File: config.mk
export PLATFORM = sky130hd
export DESIGN_NAME = uart_csr_fifo_regs_flat
export DESIGN_NICKNAME = d
export VERILOG_FILES = /design/src/rtl/uart_csr_fifo_regs_if.sv /design/src/rtl/uart_csr_fifo_regs.sv /design/src/flat_wrapper.sv
export SDC_FILE = /design/constraint.sdc
export NUM_CORES = 1
export LEC_CHECK = 0
export CAP_MARGIN = 15
export CORE_AREA = 3 3 88 90
export DETAILED_ROUTE_END_ITERATION = 7
export DIE_AREA = 0 0 91 93
export GPL_TIMING_DRIVEN = 0
export HOLD_SLACK_MARGIN = 0.08
export PLACE_DENSITY_LB_ADDON = 0.1
export RECOVER_POWER = 50
export SYNTH_ARGS = -nofsm -noshare
export SYNTH_HDL_FRONTEND = slang
export SYNTH_SLANG_ARGS = --single-unit
File: constraint.sdc
create_clock -name clk -period 2.5 [get_ports clk]
set_input_delay 0.5 -clock clk [delete_from_list [all_inputs] [get_ports clk]]
set_output_delay 0.5 -clock clk [all_outputs]
set_load 0.02 [all_outputs]
File: src/rtl/uart_csr_fifo_regs_if.sv
// Local register bus between a bus master and the UART CSR block.
// Writes and reads are single-cycle requests, each acknowledged one cycle later.
interface uart_csr_fifo_regs_if #(
  parameter int ADDR_W = 16,
  parameter int DATA_W = 32
);
  logic [ADDR_W-1:0]   waddr;
  logic [DATA_W-1:0]   wdata;
  logic                wen;
  logic [DATA_W/8-1:0] wstrb;
  logic                wready;
  logic [ADDR_W-1:0]   raddr;
  logic                ren;
  logic [DATA_W-1:0]   rdata;
  logic                rvalid;

  modport master (
    output waddr, wdata, wen, wstrb, raddr, ren,
    input  wready, rdata, rvalid
  );

  modport slave (
    input  waddr, wdata, wen, wstrb, raddr, ren,
    output wready, rdata, rvalid
  );
endinterface

File: src/rtl/uart_csr_fifo_regs.sv
// UART control/status register block with an RX receive buffer and interrupt logic.
// Define UART_CSR_RXFIFO_EN for an RXFIFO_DEPTH-entry RX FIFO; otherwise a single holding register.
module uart_csr_fifo_regs #(
  parameter int          ADDR_W       = 16,
  parameter int          DATA_W       = 32,
  parameter int          BASE_ADDR    = 0,
  parameter int          RXFIFO_DEPTH = 8,
  parameter int          N_IRQ        = 2,
  parameter logic [31:0] ID_VALUE     = 32'hcafe0666
) (
  input  logic              clk,
  input  logic              rst,
  uart_csr_fifo_regs_if.slave bus,
  input  logic [7:0]        rx_data,
  input  logic              rx_ferr,
  input  logic              rx_perr,
  input  logic              rx_valid,
  input  logic              tx_busy,
  input  logic              tx_full,
  output logic [1:0]        ctrl_baud,
  output logic              ctrl_txen,
  output logic              ctrl_rxen,
  output logic              ctrl_txst,
  output logic [7:0]        lp_div,
  output logic              lp_en,
  input  logic [N_IRQ-1:0]  irq_src,
  output logic              irq
);

`ifdef UART_CSR_RXFIFO_EN
  localparam int DEPTH = RXFIFO_DEPTH;
`else
  localparam int DEPTH = 1;
  localparam int unused_rxfifo_depth = RXFIFO_DEPTH;
`endif
  localparam int CW = $clog2(DEPTH + 1);

  localparam logic [ADDR_W-1:0] A_DATA    = ADDR_W'(BASE_ADDR + 32'h04);
  localparam logic [ADDR_W-1:0] A_STAT    = ADDR_W'(BASE_ADDR + 32'h0C);
  localparam logic [ADDR_W-1:0] A_CTRL    = ADDR_W'(BASE_ADDR + 32'h10);
  localparam logic [ADDR_W-1:0] A_LPMODE  = ADDR_W'(BASE_ADDR + 32'h14);
  localparam logic [ADDR_W-1:0] A_INTSTAT = ADDR_W'(BASE_ADDR + 32'h20);
  localparam logic [ADDR_W-1:0] A_INTEN   = ADDR_W'(BASE_ADDR + 32'h24);
  localparam logic [ADDR_W-1:0] A_ID      = ADDR_W'(BASE_ADDR + 32'h40);

  typedef enum logic [2:0] {
    REG_NONE, REG_DATA, REG_STAT, REG_CTRL, REG_LPMODE, REG_INTSTAT, REG_INTEN, REG_ID
  } reg_e;

  typedef struct packed {
    logic       perr;
    logic       ferr;
    logic [7:0] data;
  } rx_entry_t;

  function automatic reg_e decode(input logic [ADDR_W-1:0] a);
    if (a == A_DATA)    return REG_DATA;
    if (a == A_STAT)    return REG_STAT;
    if (a == A_CTRL)    return REG_CTRL;
    if (a == A_LPMODE)  return REG_LPMODE;
    if (a == A_INTSTAT) return REG_INTSTAT;
    if (a == A_INTEN)   return REG_INTEN;
    if (a == A_ID)      return REG_ID;
    return REG_NONE;
  endfunction

  reg_e             wr_sel, rd_sel;
  logic [N_IRQ-1:0] irq_mask;
  logic [N_IRQ-1:0] int_wbits;
  logic [N_IRQ-1:0] intstat, inten;
  logic             ovf;
  logic [CW-1:0]    count;
  logic             empty, full, push_req, push, pop, ovf_set;
  rx_entry_t        rx_entry, head;
  logic [31:0]      rd_word;
  logic             unused_bits;

  assign unused_bits = ^{bus.wdata, bus.wstrb};

  assign wr_sel = bus.wen ? decode(bus.waddr) : REG_NONE;
  assign rd_sel = bus.ren ? decode(bus.raddr) : REG_NONE;

  always_comb begin
    for (int i = 0; i < N_IRQ; i++) irq_mask[i] = bus.wstrb[i / 8];
  end
  assign int_wbits = bus.wdata[N_IRQ-1:0] & irq_mask;

  assign rx_entry = '{perr: rx_perr, ferr: rx_ferr, data: rx_data};
  assign empty    = (count == '0);
  assign full     = (count == CW'(DEPTH));
  assign pop      = (rd_sel == REG_DATA) && !empty;
  assign push_req = rx_valid && ctrl_rxen;
  // A full buffer still accepts a push when the same cycle pops the head.
  assign push     = push_req && (!full || pop);
  assign ovf_set  = push_req && full && !pop;

`ifdef UART_CSR_RXFIFO_EN
  localparam int PW = $clog2(DEPTH);
  rx_entry_t       mem [DEPTH];
  logic [PW-1:0]   wptr, rptr;

  // NOTE: storage is not reset; count alone says which entries are valid.
  always_ff @(posedge clk) begin
    if (push) mem[wptr] <= rx_entry;
  end

  always_ff @(posedge clk) begin
    if (rst) begin
      wptr <= '0;
      rptr <= '0;
    end else begin
      if (push) wptr <= wptr + 1'b1;
      if (pop)  rptr <= rptr + 1'b1;
    end
  end

  assign head = mem[rptr];
`else
  rx_entry_t hold;

  always_ff @(posedge clk) begin
    if (push) hold <= rx_entry;
  end

  assign head = hold;
`endif

  // NOTE: every output of this block gets a default first so no latch is inferred.
  always_comb begin
    rd_word = '0;
    unique case (rd_sel)
      REG_DATA:    if (!empty) rd_word = {1'b1, 13'b0, head.perr, head.ferr, 8'b0, head.data};
      REG_STAT: begin
        rd_word[2]     = tx_busy;
        rd_word[4]     = empty;
        rd_word[8]     = tx_full;
        rd_word[9]     = ovf;
        rd_word[23:16] = 8'(count);
      end
      REG_CTRL:    rd_word = {26'b0, ctrl_rxen, ctrl_txen, 2'b0, ctrl_baud};
      REG_LPMODE:  rd_word = {lp_en, 23'b0, lp_div};
      REG_INTSTAT: rd_word = 32'(intstat);
      REG_INTEN:   rd_word = 32'(inten);
      REG_ID:      rd_word = ID_VALUE;
      default:     rd_word = '0;
    endcase
  end

  // NOTE: all state updates use non-blocking assignments so every register sees pre-edge values.
  always_ff @(posedge clk) begin
    if (rst) begin
      bus.wready <= 1'b0;
      bus.rvalid <= 1'b0;
      bus.rdata  <= '0;
      ctrl_baud  <= '0;
      ctrl_txen  <= 1'b0;
      ctrl_rxen  <= 1'b0;
      ctrl_txst  <= 1'b0;
      lp_div     <= '0;
      lp_en      <= 1'b0;
      intstat    <= '0;
      inten      <= '0;
      irq        <= 1'b0;
      ovf        <= 1'b0;
      count      <= '0;
    end else begin
      bus.wready <= bus.wen;
      bus.rvalid <= bus.ren;
      bus.rdata  <= bus.ren ? DATA_W'(rd_word) : '0;

      ctrl_txst <= (wr_sel == REG_CTRL) && bus.wstrb[0] && bus.wdata[6];
      if (wr_sel == REG_CTRL && bus.wstrb[0]) begin
        ctrl_baud <= bus.wdata[1:0];
        ctrl_txen <= bus.wdata[4];
        ctrl_rxen <= bus.wdata[5];
      end

      if (wr_sel == REG_LPMODE) begin
        if (bus.wstrb[0]) lp_div <= bus.wdata[7:0];
        if (bus.wstrb[3]) lp_en  <= bus.wdata[31];
      end

      // Source set is OR'd in after the clear so a coincident set wins.
      intstat <= (intstat & ~((wr_sel == REG_INTSTAT) ? int_wbits : '0)) | irq_src;
      if (wr_sel == REG_INTEN) inten <= (inten & ~irq_mask) | int_wbits;
      irq <= |(intstat & inten);

      ovf <= ovf_set || (ovf && !((wr_sel == REG_STAT) && bus.wstrb[1] && bus.wdata[9]));

      if (push && !pop)      count <= count + 1'b1;
      else if (pop && !push) count <= count - 1'b1;
    end
  end

endmodule

File: src/flat_wrapper.sv
// flat-port wrapper written by rule: the top's interface ports become plain ports
module uart_csr_fifo_regs_flat 
#(
  parameter int          ADDR_W       = 16,
  parameter int          DATA_W       = 32,
  parameter int          BASE_ADDR    = 0,
  parameter int          RXFIFO_DEPTH = 8,
  parameter int          N_IRQ        = 2,
  parameter logic [31:0] ID_VALUE     = 32'hcafe0666
)
  (clk, rst, rx_data, rx_ferr, rx_perr, rx_valid, tx_busy, tx_full, ctrl_baud, ctrl_txen, ctrl_rxen, ctrl_txst, lp_div, lp_en, irq_src, irq, bus_waddr, bus_wdata, bus_wen, bus_wstrb, bus_raddr, bus_ren, bus_wready, bus_rdata, bus_rvalid);
  uart_csr_fifo_regs_if #(.ADDR_W(ADDR_W), .DATA_W(DATA_W)) bus_i ();
  input  logic clk;
  input  logic rst;
  input  logic [7:0] rx_data;
  input  logic rx_ferr;
  input  logic rx_perr;
  input  logic rx_valid;
  input  logic tx_busy;
  input  logic tx_full;
  output logic [1:0] ctrl_baud;
  output logic ctrl_txen;
  output logic ctrl_rxen;
  output logic ctrl_txst;
  output logic [7:0] lp_div;
  output logic lp_en;
  input  logic [N_IRQ-1:0] irq_src;
  output logic irq;
  input wire logic [$bits(bus_i.waddr)-1:0] bus_waddr;
  input wire logic [$bits(bus_i.wdata)-1:0] bus_wdata;
  input wire logic [$bits(bus_i.wen)-1:0] bus_wen;
  input wire logic [$bits(bus_i.wstrb)-1:0] bus_wstrb;
  input wire logic [$bits(bus_i.raddr)-1:0] bus_raddr;
  input wire logic [$bits(bus_i.ren)-1:0] bus_ren;
  output wire logic [$bits(bus_i.wready)-1:0] bus_wready;
  output wire logic [$bits(bus_i.rdata)-1:0] bus_rdata;
  output wire logic [$bits(bus_i.rvalid)-1:0] bus_rvalid;
  assign bus_i.waddr = bus_waddr;
  assign bus_i.wdata = bus_wdata;
  assign bus_i.wen = bus_wen;
  assign bus_i.wstrb = bus_wstrb;
  assign bus_i.raddr = bus_raddr;
  assign bus_i.ren = bus_ren;
  assign bus_wready = bus_i.wready;
  assign bus_rdata = bus_i.rdata;
  assign bus_rvalid = bus_i.rvalid;
  uart_csr_fifo_regs #(.ADDR_W(ADDR_W), .DATA_W(DATA_W), .BASE_ADDR(BASE_ADDR), .RXFIFO_DEPTH(RXFIFO_DEPTH), .N_IRQ(N_IRQ), .ID_VALUE(ID_VALUE)) u_core (.clk(clk), .rst(rst), .bus(bus_i), .rx_data(rx_data), .rx_ferr(rx_ferr), .rx_perr(rx_perr), .rx_valid(rx_valid), .tx_busy(tx_busy), .tx_full(tx_full), .ctrl_baud(ctrl_baud), .ctrl_txen(ctrl_txen), .ctrl_rxen(ctrl_rxen), .ctrl_txst(ctrl_txst), .lp_div(lp_div), .lp_en(lp_en), .irq_src(irq_src), .irq(irq));
endmodule
Yosys cells after proc, flatten, opt, wreduce, memory -nomap -nowiden
Index checks and enable logic that the tools add are counted.
W data, S select, Z words.
{ "word_totals": {"ff_bits": 65, "out_inout_bits": 49, "elab_cells": 183, "inputBits": 87} }
{ "op_classes": {"reduce_logical": 23, "n_mux": 105, "n_eq_ne": 26, "bitwise": 10, "add_sub_neg": 2} }
{ "op_table": {"columns": ["op", "n"], "rows": [
  ["$mux W3", 36],
  ["$eq A16 B5 Y1 const B", 4],
  ["$eq A16 B6 Y1 const B", 4],
  ["$mux W1", 58],
  ["$pmux W8 S3", 2],
  ["$eq A16 B3 Y1 const B", 2],
  ["$eq A16 B4 Y1 const B", 2],
  ["$eq A16 B7 Y1 const B", 2],
  ["$mux W32", 1],
  ["$eq A3 B3 Y1 const B", 7],
  ["$eq A3 B2 Y1 const B", 4],
  ["$logic_and A1 B1 Y1", 12],
  ["$pmux W2 S6", 1],
  ["$pmux W3 S4", 1],
  ["$pmux W6 S2", 1],
  ["$and A2 B2 Y2", 4],
  ["$pmux W1 S4", 2],
  ["$pmux W2 S3", 1],
  ["$logic_not A1 Y1", 4],
  ["$not A2 Y2", 2],
  ["$or A2 B2 Y2", 2],
  ["$reduce_and A2 Y1", 2],
  ["$reduce_or A2 Y1", 2],
  ["$eq A3 B1 Y1 const B", 1],
  ["other kinds (7)", 9]
]} }

Longest topological paths before layout
Gate-level depths: netlist of the first run.
{ "depth": {"word_depth": 39, "mapped_depth": 9, "ltp_nobuf": 7} }

Worst setup path before layout of the first run
OpenSTA, ideal clock, no wires.
{ "synth_path": {"path_kind": "input to register", "startpoint": "input port bus_raddr[3]", "endpoint": "register u_core.hold (netlist bit u_core.head[0]), enable pin", "setup_time_ns": 0.380, "path_slack_ns": -0.225, "arrival_ns": 2.345, "path_buffers": 1, "cell_stages": 7, "required_time_ns": 2.120, "path_cell_list": "buf_6 -> nor4_4 -> nand3_4 -> or3_4 -> o22ai_4 -> nand3_4 -> a21oi_1"} }
{ "synth_via": {"elab_chain_len": 22, "word_cells_on_any_way": 56, "classes_between": "eq/ne: 8; mux: 45; reduce/logical: 3"} }
{ "synth_rtl": {"columns": ["item", "line", "source"], "rows": [
  ["from (decl)", "flat_wrapper.sv:33", "input wire logic [$bits(bus_i.raddr)-1:0] bus_raddr;"],
  ["$eq A16 B4 Y1", "uart_csr_fifo_regs.sv:58", "if (a == A_STAT) return REG_STAT;"],
  ["$mux W3 (2 in series)", "uart_csr_fifo_regs.sv:58", null],
  ["$mux W3 (2 in series)", "uart_csr_fifo_regs.sv:59", "if (a == A_CTRL) return REG_CTRL;"],
  ["$mux W3", "uart_csr_fifo_regs.sv:58", null],
  ["$mux W3", "uart_csr_fifo_regs.sv:60", "if (a == A_LPMODE) return REG_LPMODE;"],
  ["$mux W3", "uart_csr_fifo_regs.sv:61", "if (a == A_INTSTAT) return REG_INTSTAT;"],
  ["$mux W3", "uart_csr_fifo_regs.sv:62", "if (a == A_INTEN) return REG_INTEN;"],
  ["$mux W3", "uart_csr_fifo_regs.sv:63", "if (a == A_ID) return REG_ID;"],
  ["(+5 left out)", null, null],
  ["$mux W3", "uart_csr_fifo_regs.sv:59", null],
  ["$mux W3 *", "uart_csr_fifo_regs.sv:58", null],
  ["$mux W3 *", "uart_csr_fifo_regs.sv:81", "assign rd_sel = bus.ren ? decode(bus.raddr) : REG_NONE;"],
  ["$eq A3 B1 Y1 *", "uart_csr_fifo_regs.sv:91", "assign pop = (rd_sel == REG_DATA) && !empty;"],
  ["$logic_and A1 B1 Y1 *", "uart_csr_fifo_regs.sv:91", null],
  ["$logic_or A1 B1 Y1 *", "uart_csr_fifo_regs.sv:94", "assign push = push_req && (!full || pop);"],
  ["$logic_and A1 B1 Y1 *", "uart_csr_fifo_regs.sv:94", null],
  ["via u_core.push", "uart_csr_fifo_regs.sv:73", "logic empty, full, push_req, push, pop, ovf_set;"],
  ["to (signal assigned)", "uart_csr_fifo_regs.sv:122", "if (push) hold <= rx_entry;"],
  ["to (decl)", "uart_csr_fifo_regs.sv:119", "rx_entry_t hold;"]
]} }
Mark *: on every way through the listed nets, which the timed path passes. The rest lies on a longest branch. The select of a mux whose other input is x is not followed.
A chain may end at the register's enable or synchronous reset.

Worst setup path in the final report of the first run
{ "layout_path": {"startpoint": "input port bus_raddr[12]", "endpoint": "register u_core.hold (netlist bit u_core.head[4]), enable pin"} }
Same word-level chain as after synthesis.

==> flow_summary_export.csv, run 1 <==
group,metric,value,unit
status,status,"complete, no violations",
finish,drive_above_1_share,18.0,%
worst_setup_path,cp_slowest_stage_delay,0.44,ns
placement,numPortBuffers,100,
logic_synthesis,synth-xor-area-share,0.356,%
sta,hold_violations,0,
logic_synthesis,synth-seq-cells,49,
worst_setup_path,crit_end,"u_core.head[4]",
power,p_per_area,383,nW/um2
worst_setup_path,cp-end-kind,"register",
worst_setup_path,worstSetupPathDepth,8,
global_route,track_usage,15.7,%
logic_synthesis,synthSimpleGateAreaFrac,30.3,%
detailed_routing,postRouteAntennaNets,0,
worst_setup_path,r2r_slack,1.03,ns
sta,fin_ws,0.0789,ns
sta,setup_viol,0,
floorplan,initial_utilization,34.5,%
global_route,antenna_found_initial,0,
worst_setup_path,worst-path-buf-inv,2,
floorplan,rows,31,
detailed_routing,vias,2307,
worst_setup_path,required,2.53,ns
finish,utilization,54.4,%
worst_setup_path,worstRegToRegCells,5,
placement,dpl-instance-area,3620,um2
worst_setup_path,r2r_end,"u_core.bus.rdata[2]",
worst_setup_path,crit_chain,"clkdlybuf4s50_1 -> nor4_4 -> nand3_4 -> or3_4 -> o22ai_4 -> nand3_4 -> a21oi_4 -> buf_12",
logic_synthesis,ys_async_sr_fraction,0,%
logic_synthesis,synth_top_family_by_area,"simple AND/OR/NAND/NOR gates",
cts,clock_sinks,49,
global_route,gr-total-overflow,0,
cts,numCtsBuffers,5,
finish,syn2layout_area_growth,57.6,%
sta,slew_viol_final,0,
logic_synthesis,synth_fa_ha_area_share,0,%
floorplan,io_pins,136,
logic_synthesis,synth_cell_type_count,61,
sta,hold_slack,0.502,ns
job,maxCapViolations,0,
placement,place_congestion,0.832,
worst_setup_path,crit_top_cell,"nand3_4",
logic_synthesis,syn-cell-area,2460,um2
floorplan,die-height,93,um
worst_setup_path,cp.arrival,2.45,ns
sta,fin_skew,0.00422,ns
logic_synthesis,ys_seq_area_share,43.9,%
logic_synthesis,synth_compound_area_share,10.7,%
detailed_routing,drt-vias-per-instance,4.78,
cts,clk_path_buf_depth,2,
detailed_routing,first_pass_iters,4,
sta,maxSlewHeadroom,65.4,%
logic_synthesis,synth_ff_type,"dfxtp_1",
finish,finalInstanceArea,3880,um2
cts,clk_latency,0.31,ns
sta,min_period,2.42,ns
logic_synthesis,synth_edf_count,10,
logic_synthesis,postSynthCellCount,256,
floorplan,core-area,7140,um2
placement,dp_hpwl,5170,um
power,ir_drop,0.202,mV
logic_synthesis,yosys_warnings,0,
global_route,grt_pass1_vias,2218,
global_route,grt_max_degree,16,
cts,clkTransAtPathRegs,0.09,ns
worst_setup_path,r2r-start,"u_core.count",
worst_setup_path,critPathLaunchType,"primary input",
detailed_routing,drt-total-wl,6700,um
worst_setup_path,critPathMaxFanout,8,
detailed_routing,wl_per_cell,13.9,um
cts,cts_tree,"built",
min_path,hold_class,"reg -> reg",
detailed_routing,drc,0,
global_route,grt_pass1_wl,10800,um
sta,max_freq,413,MHz
finish,nNetsFinal,470,
power,power_leakage,1.53,nW
logic_synthesis,syn_avg_cell_area,9.62,um2
worst_setup_path,crit_family,"simple AND/OR/NAND/NOR gates",
placement,post-place-ws,-0.729,ns
worst_setup_path,cp-startpoint,"bus_raddr[12]",
finish,diodes,0,
logic_synthesis,muxShareOfSynthArea,6.55,%
sta,period_share,96.8,%
worst_setup_path,cp_slowest_cell,"clkdlybuf4s50_1",
sta,worst_pin_slew,0.519,ns
worst_setup_path,worstSetupPathType,"in -> reg",
floorplan,die_area,8460,um2
detailed_routing,drt-initial-drc-count,88,
cts,cts_root_buf,"clkbuf_8",
floorplan,dieWidth,91,um
cts,htreeDepth,2,
routing by layer:
metal,part of all wire [%],global-route usage [%],vias to the layer above,wire length (um)
met1,44,19.7,1054,2940
met4,0.96,3.77,0,64
met5,0,0,-,0
met2,46,25.9,93,3080
li1,-,-,1153,-
met3,9.1,5.55,7,608
Yosys cell counts, drive strengths merged, types with 2 or more instances:
master | count | area share (%)
nor3 | 8 | 1.8
nor2b | 4 | 1.0
dfxtp | 39 | 32
nand2 | 26 | 4.0
nor4b | 4 | 2.3
a21oi | 13 | 2.8
clkbuf | 6 | 1.1
or2 | 2 | 0.51
o21ai | 5 | 1.0
a31oi | 3 | 0.76
or4b | 2 | 0.81
nand4b | 2 | 0.71
nand4 | 2 | 0.51
nor4bb | 2 | 0.81
buf | 21 | 6.4
nand3 | 10 | 3.3
nor2 | 37 | 5.9
and2 | 3 | 0.76
edfxtp | 10 | 12
a22oi | 4 | 1.2
or3 | 2 | 0.91
inv | 4 | 0.61
nor3b | 4 | 1.2
and3b | 2 | 0.71
nor4 | 7 | 3.9
mux2i | 15 | 6.1
kinds of logic (layout without fill, tap and decap cells):
kind of cell / count (synthesis) / count (layout)
flops: 49 / 49
mux: 16 / 16
other cells: 1 / 9
xor+xnor: 1 / 1
buf+inv: 31 / 151
simple gates: 121 / 121
compound gates: 37 / 37
worst min-delay path, delay by kind of cell, from the launching register on:
kind	cells	cell delay, ns
AO/OA/AOI/OAI	1	0.06
flip-flops	1	0.35
AND/OR/NAND/NOR	1	0.06
where the power goes:
group	leakage, nW	switching, mW	total [mW]	internal (mW)
Sequential	0.405	0.00250	0.811	0.809
Combinational	1.08	0.0856	0.201	0.116
Clock	0.0456	0.273	0.473	0.200
stage by stage:
step                instances  setup TNS [ns]  total power [mW]
floorplan                 264               0             0.906
global placement          463          -13.81              1.03
detailed placement        463          -14.59              1.03
CTS                       476               0              1.51
global route              483        -0.00489              1.55
finish                    483               0              1.49
final cells by class:
| class | count | area, um2 |
|---|---|---|
| tap | 99 | 124 |
| inverter | 4 | 15.0 |
| multi-input combinational | 184 | 1280 |
| buffer | 27 | 185 |
| fill | 683 | 3250 |
| timing repair buffer | 112 | 1110 |
| clock inverter | 2 | 13.8 |
| clock buffer | 6 | 72.6 |
| sequential | 49 | 1080 |
flip-flops by register name, indices dropped and copies added (netlist names), named ones only:
signal,count
u_core.bus.rvalid,1
u_core.lp_en,1
u_core.head,10
u_core.lp_div,8
u_core.count,1
u_core.bus.rdata,16
u_core.ctrl_baud,2
u_core.bus.wready,1
u_core.ovf,1
u_core.intstat,2
u_core.ctrl_rxen,1
u_core.irq,1
u_core.ctrl_txen,1
u_core.ctrl_txst,1
worst min path at each step:
stage / startpoint / end / slack [ns] / cells after the start
floorplan: u_core.ovf / u_core.bus.rdata[9] / 0.44 / 2
global placement: u_core.head[3] / u_core.bus.rdata[3] / 0.48 / 2
detailed placement: u_core.ovf / u_core.bus.rdata[9] / 0.49 / 2
CTS: u_core.ovf / u_core.bus.rdata[9] / 0.50 / 2
global route: u_core.ovf / u_core.bus.rdata[9] / 0.53 / 2
finish: u_core.ovf / u_core.bus.rdata[9] / 0.50 / 2
what timing repair did:
item / CTS / global route
endpoints found under the setup margin: 12 / 29
hold buffers: 0 / 0
buffers inserted: 5 / 7
pin swaps: 4 / 8
gates resized for setup: 5 / 11
cells in the final DEF, fill, tap and decap left out, types with 5 or more instances in the layout:
cell type,count
nor3_1,6
clkbuf_8,5
dlygate4sd3_1,46
conb_1,9
mux2i_1,15
clkdlybuf4s50_1,48
edfxtp_1,10
nor2_1,35
dlymetal6s2s_1,5
buf_4,27
clkbuf_1,5
nand2_1,26
nand3_1,6
dfxtp_1,39
a21oi_1,11
Power figures use the tool's default switching activity.
==> run 2: changes to the inputs <==
- CAP_MARGIN: 15 -> default
==> results of run 2 <==
Final layout, timing and power as in run 1 (identical DEF).
==> run 3: changes to the inputs <==
- REMOVE_ABC_BUFFERS: default -> 1
==> run 3 against run 2 <==
Routed wire length up 1.1%. Hold slack lost 0.012 ns. Die area stayed put. Critical endpoint is now u_core.head[0]. Flip-flop and latch count unchanged. Design area decreased by 2.3%. Via count down 4.2%. Clock-buffer cell count is 1 lower. Clock skew increased by 0.0015 ns.
==> flow_summary_export.csv, run 3 (synthesized netlist as in run 1, its figures left out) <==
group,metric,value,unit
worst_setup_path,crit_family,"simple AND/OR/NAND/NOR gates",
finish,drive_above_1_share,14.6,%
cts,cts_tree,"built",
sta,period_share,97.2,%
min_path,min_path_cells,2,
worst_setup_path,cp_slowest_cell,"clkdlybuf4s50_1",
floorplan,dieWidth,91,um
sta,fin_ws,0.0689,ns
placement,dp_hpwl,4980,um
finish,nNetsFinal,450,
worst_setup_path,r2r_slack,1.12,ns
detailed_routing,drc,0,
placement,dpl-instance-area,3460,um2
cts,cts_root_buf,"clkbuf_8",
worst_setup_path,cp-end-kind,"register",
sta,hold_violations,0,
placement,dpl.cell_count,439,
sta,setup_viol,0,
global_route,track_usage,15.5,%
finish,syn2layout_area_growth,54.0,%
global_route,grt_pass1_wl,10500,um
global_route,grt_pass1_vias,2123,
detailed_routing,drt-total-wl,6770,um
placement,place_congestion,0.822,
worst_setup_path,crit_chain,"clkdlybuf4s50_1 -> nor4_4 -> nand3_4 -> or3_4 -> o22ai_4 -> nand3_4 -> a21oi_4 -> clkbuf_16",
detailed_routing,postRouteAntennaNets,0,
power,p_per_area,393,nW/um2
placement,post-place-ws,-1.21,ns
worst_setup_path,worstSetupPathType,"in -> reg",
cts,numCtsBuffers,5,
job,maxCapViolations,0,
sta,max_freq,411,MHz
sta,fin_skew,0.00574,ns
detailed_routing,vias,2210,
finish,finalInstanceArea,3790,um2
finish,most-common-layout-cells,"clkdlybuf4s50_1 (48), dlygate4sd3_1 (42), dfxtp_1 (39)",
detailed_routing,drt-vias-per-instance,4.77,
min_path,hold_class,"reg -> reg",
finish,final_common_cell,"clkdlybuf4s50_1",
floorplan,rows,31,
finish,final_cells,463,
power,power_leakage,1.47,nW
worst_setup_path,worstSetupPathDepth,8,
detailed_routing,wl_per_cell,14.6,um
placement,numPortBuffers,103,
status,status,"complete, no violations",
worst_setup_path,cp.arrival,2.46,ns
worst_setup_path,required,2.53,ns
sta,min_period,2.43,ns
worst_setup_path,crit_top_cell,"nand3_4",
worst_setup_path,critPathLaunchType,"primary input",
cts,ctsHoldBuffers,0,
global_route,gr-total-overflow,0,
worst_setup_path,cp_slowest_stage_delay,0.45,ns
worst_setup_path,worstRegToRegCells,4,
power,ir_drop,0.242,mV
floorplan,die-height,93,um
sta,rsz0062_at_grt,"yes",
floorplan,initial_utilization,34.5,%
finish,diodes,0,
cts,htreeDepth,2,
finish,regMostFlops,"u_core.bus.rdata",
detailed_routing,drt-initial-drc-count,93,
cts,clkTransAtPathRegs,0.10,ns
cts,clk_latency,0.30,ns
worst_setup_path,critPathMaxFanout,5,
worst_setup_path,worst-path-buf-inv,2,
sta,slew_viol_final,0,
sta,maxSlewHeadroom,42.9,%
sta,hold_slack,0.490,ns
global_route,antenna_found_initial,0,
cts,clk_path_buf_depth,2,
global_route,grt_max_degree,24,
floorplan,die_area,8460,um2
finish,largest_register_ff_count,16,
sta,worst_pin_slew,0.854,ns
floorplan,core-area,7140,um2
cts,clock_sinks,49,
floorplan,io_pins,136,
detailed_routing,first_pass_iters,4,
-- run 3: cell types whose count changed in the layout (fill, tap and decap cells not counted), moves of 3 or more --
cell	change
buf_4	-14
clkbuf_1	-5
dlygate4sd3_1	-4
dlymetal6s2s_1	+4
buf_2	-3
dlygate4sd2_1	+3
nor2b_1	-3
-- run 3: power by group --
part / switching [mW] / total, mW / internal (mW)
Combinational: 0.0823 / 0.188 / 0.106
Clock: 0.289 / 0.493 / 0.204
Sequential: 0.00211 / 0.811 / 0.809
Total: 0.373 / 1.49 / 1.12
-- run 3: timing repair --
item,in CTS,in global routing
setup buffers,7,8
cloned,0,1
setup endpoints to repair,30,35
resized for setup,13,14
pin swaps,2,11
-- run 3: per-layer routing --
metal | share of wire [%] | vias to the layer above | GRT usage, %
li1 | - | 1106 | -
met1 | 44 | 1030 | 19.4
met2 | 49 | 72 | 26.5
met3 | 6.2 | 2 | 3.54
met4 | 0.77 | 0 | 4.52
met5 | 0 | - | 0
-- run 3: worst paths after layout --
| kind | startpoint | to |
|---|---|---|
| worst min-delay path | u_core.lp_div[5] | u_core.bus.rdata[5] |
| worst max register to register | u_core.count | u_core.bus.rdata[2] |
| worst min register to register | u_core.lp_div[5] | u_core.bus.rdata[5] |
| worst max-delay path | bus_raddr[1] | u_core.head[0] |
-- run 3: worst reg2reg max path: cells and delay by family, from the launching register on --
kind               cells  cell delay, ns
DFF                    1            0.56
and+or+nand+nor        3            0.53
AOI/OAI and AO/OA      1            0.20
-- run 3: stage by stage --
step	utilization (%)	power [mW]	setup TNS, ns
floorplan	-	0.881	-1.69
global placement	48.5	1.02	-25.73
finish	53.2	1.49	0
global route	53.2	1.54	-0.0672
detailed placement	48.5	1.02	-26.68
CTS	51.2	1.51	0
-- run 3: cell type report --
class / count / area, um2
fill: 677 / 3340
multi-input combinational: 184 / 1270
timing repair buffer: 119 / 1210
sequential: 49 / 1080
tap: 99 / 124
clock buffer: 5 / 68.8
clock inverter: 3 / 26.3
inverter: 4 / 15.0
